<file path="config.mk">
export PLATFORM = sky130hd
export DESIGN_NAME = fetch_stage
export DESIGN_NICKNAME = d
export VERILOG_FILES = /design/src/rtl/fetch_stage.sv
export SDC_FILE = /design/constraint.sdc
export NUM_CORES = 1
export LEC_CHECK = 0
export ABC_AREA = 1
export CAP_MARGIN = 20
export CORE_AREA = 3 3 101 79
export CTS_CLUSTER_DIAMETER = 30
export DETAILED_ROUTE_END_ITERATION = 6
export DIE_AREA = 0 0 104 82
export PLACE_DENSITY = 0.55
export SLEW_MARGIN = 20
export SYNTH_ARGS = -nofsm -noshare
export SYNTH_HDL_FRONTEND = slang
export SYNTH_SLANG_ARGS = --single-unit
</file>
<file path="constraint.sdc">
create_clock -name clk -period 1.45 [get_ports clk]
set_input_delay 0.435 -clock clk [delete_from_list [all_inputs] [get_ports clk]]
set_output_delay 0.435 -clock clk [all_outputs]
set_load 0.02 [all_outputs]
</file>
<file path="src/rtl/fetch_stage.sv">
// Instruction-fetch stage: drives the ROM address from the PC, captures the returned
// word into opcode/operand, hands it to the decoder and pulses the PC increment/load.
module fetch_stage #(
    parameter int unsigned ADDR_W = 12,
    parameter int unsigned DATA_W = 8,
    parameter int unsigned OPC_W  = 4,
    parameter int unsigned CNT_W  = 16
) (
    input  logic                clk,
    input  logic                reset,
    input  logic                enable,
    input  logic [ADDR_W-1:0]   pc_in,
    output logic                pc_en,
    output logic                pc_load,
    output logic [ADDR_W-1:0]   pc_bload,
    output logic [ADDR_W-1:0]   rom_addr,
    input  logic [DATA_W-1:0]   rom_data,
    output logic [OPC_W-1:0]    instr,
    output logic [DATA_W-OPC_W-1:0] oprnd,
    output logic                instr_valid,
    input  logic                instr_ack,
    input  logic                jump_req,
    input  logic [ADDR_W-1:0]   jump_addr,
    output logic [CNT_W-1:0]    fetch_count
);

    typedef enum logic [2:0] {
        IDLE,
        ADDR,
        CAPT,
        VALID,
        LOAD
    } state_e;

    state_e                   state_q, state_d;
    logic                     pc_en_q;
    logic                     pc_load_q;
    logic [ADDR_W-1:0]        pc_bload_q;
    logic [OPC_W-1:0]         instr_q;
    logic [DATA_W-OPC_W-1:0]  oprnd_q;
    logic                     valid_q;
    logic [CNT_W-1:0]         count_q;
    logic                     jump_take;

    assign rom_addr = pc_in;

    // A redirect is honoured in ADDR, CAPT and VALID; it outranks the decoder ack.
    assign jump_take = jump_req && (state_q != IDLE) && (state_q != LOAD);

    always_comb begin
        state_d = state_q;
        if (jump_take) begin
            state_d = LOAD;
        end else begin
            case (state_q)
                IDLE:    if (enable) state_d = ADDR;
                ADDR:    state_d = CAPT;
                CAPT:    state_d = VALID;
                VALID:   if (instr_ack) state_d = enable ? ADDR : IDLE;
                LOAD:    state_d = ADDR;
                default: state_d = IDLE;
            endcase
        end
    end

    // Strobes are registered from the next state so each lines up with its state cycle.
    always_ff @(posedge clk or negedge reset) begin
        if (!reset) begin
            state_q    <= IDLE;
            pc_en_q    <= 1'b0;
            pc_load_q  <= 1'b0;
            pc_bload_q <= '0;
            instr_q    <= '0;
            oprnd_q    <= '0;
            valid_q    <= 1'b0;
            count_q    <= '0;
        end else begin
            state_q   <= state_d;
            pc_en_q   <= (state_d == CAPT);
            pc_load_q <= (state_d == LOAD);
            valid_q   <= (state_d == VALID);
            if (jump_take) begin
                pc_bload_q <= jump_addr;
            end
            if (state_q == CAPT) begin
                instr_q <= rom_data[DATA_W-1:DATA_W-OPC_W];
                oprnd_q <= rom_data[DATA_W-OPC_W-1:0];
                count_q <= count_q + CNT_W'(1);
            end
        end
    end

    assign pc_en       = pc_en_q;
    assign pc_load     = pc_load_q;
    assign pc_bload    = pc_bload_q;
    assign instr       = instr_q;
    assign oprnd       = oprnd_q;
    assign instr_valid = valid_q;
    assign fetch_count = count_q;

endmodule
</file>
* Word-level counts from Yosys, hierarchy flattened
Cells that the tools add are included.
** Cells by class
- Multiplexer cells :: 5
- Reduce and logical (&&, ||, !) cells :: 4
- Add/sub/neg operators :: 1
- Equal/unequal tests :: 8
** Operators by type and width (count)
- $add A16 B1 Y16 const B :: 1
- $pmux W3 S5 :: 1
- $eq A3 B2 Y1 const B :: 4
- $mux W3 :: 3
- $eq A3 B3 Y1 const B :: 2
- $eq A3 B1 Y1 const B :: 1
- $logic_not A3 Y1 :: 1
- $ne A3 B3 Y1 const B :: 1
- $reduce_bool A3 Y1 :: 1
- $logic_and A1 B1 Y1 :: 2
- $mux W1 :: 1
** Storage, ports and cells
- Logic and storage cells :: 26
- Bits in registers :: 42
- Output and inout port bits :: 51
- Input bits :: 37

* Depth between registers and ports, before layout
- Word-level depth :: 5
- Gate-level depth with buffers :: 8
- Mapped depth without buffers :: 8

* Worst setup path before layout
Ideal clock, no wire load.
- Kind :: register -> register
- Start :: reg count_q[0], in the netlist fetch_count[0]
- End :: reg count_q[6], in the netlist fetch_count[6]
- Library setup time :: 0.130 ns
- Buffers on the path :: 0
- Stages on the path, launching flop included :: 6
- Data required time :: 1.320 ns
- Data arrival time :: 1.234 ns
- Setup slack :: 0.086 ns
- Period minus slack after synthesis :: 1.364 ns
- Cell sequence :: dfrtp_1 -> ha_1 -> nand3_1 -> nor2_4 -> nand3_1 -> xnor2_1
** On the way
- Cells in the longest elaborated chain, start to end :: 1
** RTL lines
- from (decl) :: line 42 : logic [CNT_W-1:0] count_q;
- from (signal assigned) :: line 88 : count_q <= count_q + CNT_W'(1);
- $add A16 B1 Y16 :: line 88
No other way between the ends.
A chain may end at the register's enable or synchronous reset.

* Final worst setup path
- Start :: reg instr_q[3], in the netlist instr[3]
- End :: out instr[3]
** RTL lines
- from (decl) :: line 39 : logic [OPC_W-1:0] instr_q;
- from (signal assigned) :: line 86 : instr_q <= rom_data[DATA_W-1:DATA_W-OPC_W];
- to (decl) :: line 18 : output logic [OPC_W-1:0] instr,
No word-level cell between the ends.

==> flow_summary.yaml <==
critical_path:
  cp-start-kind: "flip-flop"
  critPathSlowestCell: "dfrtp_1"
  cp_num_buf_inv: 1
  required_ns: 1.02
  critPathMaxStageDelay_ns: 0.38
  critPathKind: "flip-flop to output pin"
  end_kind: "output pin"
  rrSetupSlack_ns: 0.12
  cp_cell_sequence: "dlygate4sd2_1"
  crit_fanout: 2
  critPathTopFamily: "flip-flops"
  cp.arrival_ns: 0.98
detailed_routing:
  met1_length_mm: 2.13
  wl_per_cell_um: 11.0
  drc: 0
  firstDrtPassIters: 4
  drt_wl_total_mm: 4.38
  routed.top_layer: "met4"
  drt_iter0_drc: 31
  wl_met2_mm: 1.96
  routed_via_density: 4.08
  antenna_left: 0
  wl_met3_um: 277
  dr_total_vias: 1627
yosys:
  ys_ff_latch: 42
  netlist_area_mm2: 0.00196
  synthCells: 223
  synth.net_count: 261
  synth_area_per_cell_um2: 8.78
  yosys_warnings: 0
  ys_types: 20
  synth-seq-area-share_pct: 53.7
global_routing:
  grt_pass1_vias: 1663
  grt.total_usage_pct: 10.9
  grt_pass1_wl_mm: 7.54
  grt_max_degree: 43
  grt.overflow.total: 0
  antenna_found_initial: 0
sta:
  hold_ws_ns: 0.112
  fin_crit_ns: 1.42
  min_period_over_period_pct: 97.7
  rsz0062_at_grt: "false"
  fmax_ghz: 0.706
  finalMaxSlewViolations: 0
  skew_ns: 0.00503
  layout_setup_ws_ns: 0.0339
  worst_slew_pin_slew_ns: 0.249
  relSlewSlack_pct: 83.4
  setup_viol: 0
  final_hold_viol_count: 0
cells_and_area:
  final_common_cell: "nand2_1"
  fin_cells: 399
  postLayoutCellArea_mm2: 0.00281
  layout_common_cells: "nand2_1, dfrtp_1, inv_1, clkdlybuf4s50_1, clkdlybuf4s15_1"
  seq_area_mm2: 0.00105
  layout-drive-gt1-share_pct: 19.8
  antenna_cells: 0
  area_growth_pct: 43.4
  nNetsFinal: 336
  multi_input_area_um2: 707
  fillCellCount: 756
floorplan:
  core_area_mm2: 0.00716
  rows: 27
  start_util_pct: 27.3
  chipHeight_um: 82
  pin_count: 88
  design.die.area_mm2: 0.00853
  die_w_um: 104
cts:
  cts_made_buffers: 5
  cts-root-buf: "clkbuf_8"
  cts_max_level: 2
  cts_tree: "built"
  cts_sinks: 42
  hold_buffers: 0
  worstSkewPairLatency_ns: 0.28
  cts_buffer_depth: 2
  clk_pin_slew_worst_paths_ns: 0.08
place:
  portBuffers: 63
  gp_congestion: 0.764
  dp_cells: 391
  dpl.hpwl_mm: 3.26
  place_ws_ns: -0.114
  placed_area_mm2: 0.00275
pwr:
  ir_drop_mv: 0.745
  power.static_leakage_nw: 1.48
  power_density_mw_per_mm2: 1620
  power_mw: 4.54
min_path:
  hp-class: "input pin to asynchronous set/reset pin"
run_status:
  status: "finished, final reports clean"
flow_run:
  cap_viol_max_count: 0
routing by layer:
| layer | global-route usage, % | up-vias |
|---|---|---|
| met4 | 2.92 | 0 |
| met2 | 17.8 | 51 |
| li1 | - | 815 |
| met3 | 4.08 | 2 |
| met1 | 13.8 | 759 |
| met5 | 0 | - |
where the power goes:
group	total (mW)	internal, mW	switching [mW]	leakage (nW)
clock	0.938	0.551	0.387	0.0573
sequential	1.77	1.55	0.222	0.543
combinational	1.83	0.738	1.09	0.875
total	4.54	2.84	1.70	1.48
path summary, 6_finish.rpt:
path,to,from,cells past startpoint
worst max-delay path,instr[3],instr[3]$_DFFE_PN0N_,1
worst min-delay path,instr[0]$_DFFE_PN0N_,reset,2
worst max register to register,fetch_count[10]$_DFFE_PN0N_,fetch_count[0]$_DFFE_PN0N_,6
worst min register to register,pc_bload[4]$_DFFE_PN0P_,pc_bload[4]$_DFFE_PN0P_,2
max in group asynchronous,pc_bload[0]$_DFFE_PN0P_,reset,2
min in group clk,pc_bload[4]$_DFFE_PN0P_,pc_bload[4]$_DFFE_PN0P_,2
layout make-up:
type	instances	share of cell area (%)
Sequential cell	42	37.4
Timing Repair Buffer	84	25.7
Multi-Input combinational cell	141	25.2
Tap cell	101	4.50
Inverter	24	3.21
Clock buffer	6	2.94
Clock inverter	1	1.07
kinds of logic after synthesis:
group / after synthesis / synth area share [%]
simple gates: 128 / 29.6
flops: 42 / 53.7
buf+inv: 40 / 11.1
xor+xnor: 10 / 4.47
compound gates: 2 / 0.511
fa+ha+maj: 1 / 0.639
flip-flops by register name, summed over array words and instances, names as in the netlist:
register     flops
fetch_count     16
pc_bload        12
instr            4
oprnd            4
state_q          3
instr_valid      1
pc_en            1
pc_load          1
synth_stat cells, drive strengths merged:
cell / n / area (um2)
nand4: 4 / 25.0
nor2: 16 / 103
buf: 16 / 128
dfrtp: 42 / 1050
inv: 24 / 90.1
ha: 1 / 12.5
nand2: 91 / 349
xnor2: 5 / 43.8
nand3: 16 / 97.6
xor2: 5 / 43.8
o21ai: 2 / 10.0
nor3: 1 / 5.00
metrics by stage:
step,utilization (%),setup TNS (ns)
final,39.2,0
after global routing,39.2,0
after CTS,39.4,0
after detailed placement,38.3,-1.16
after global placement,38.3,-0.352
after floorplan,-,0
repair_timing:
| item | 4_1_cts | 5_1_grt |
|---|---|---|
| endpoints found under the setup margin | 39 | 39 |
| setup buffers | 0 | 1 |
| resized for setup | 50 | 41 |
| hold endpoints to repair | 0 | 0 |
| pin swaps | 0 | 1 |
(Power assumes the default switching activity.)
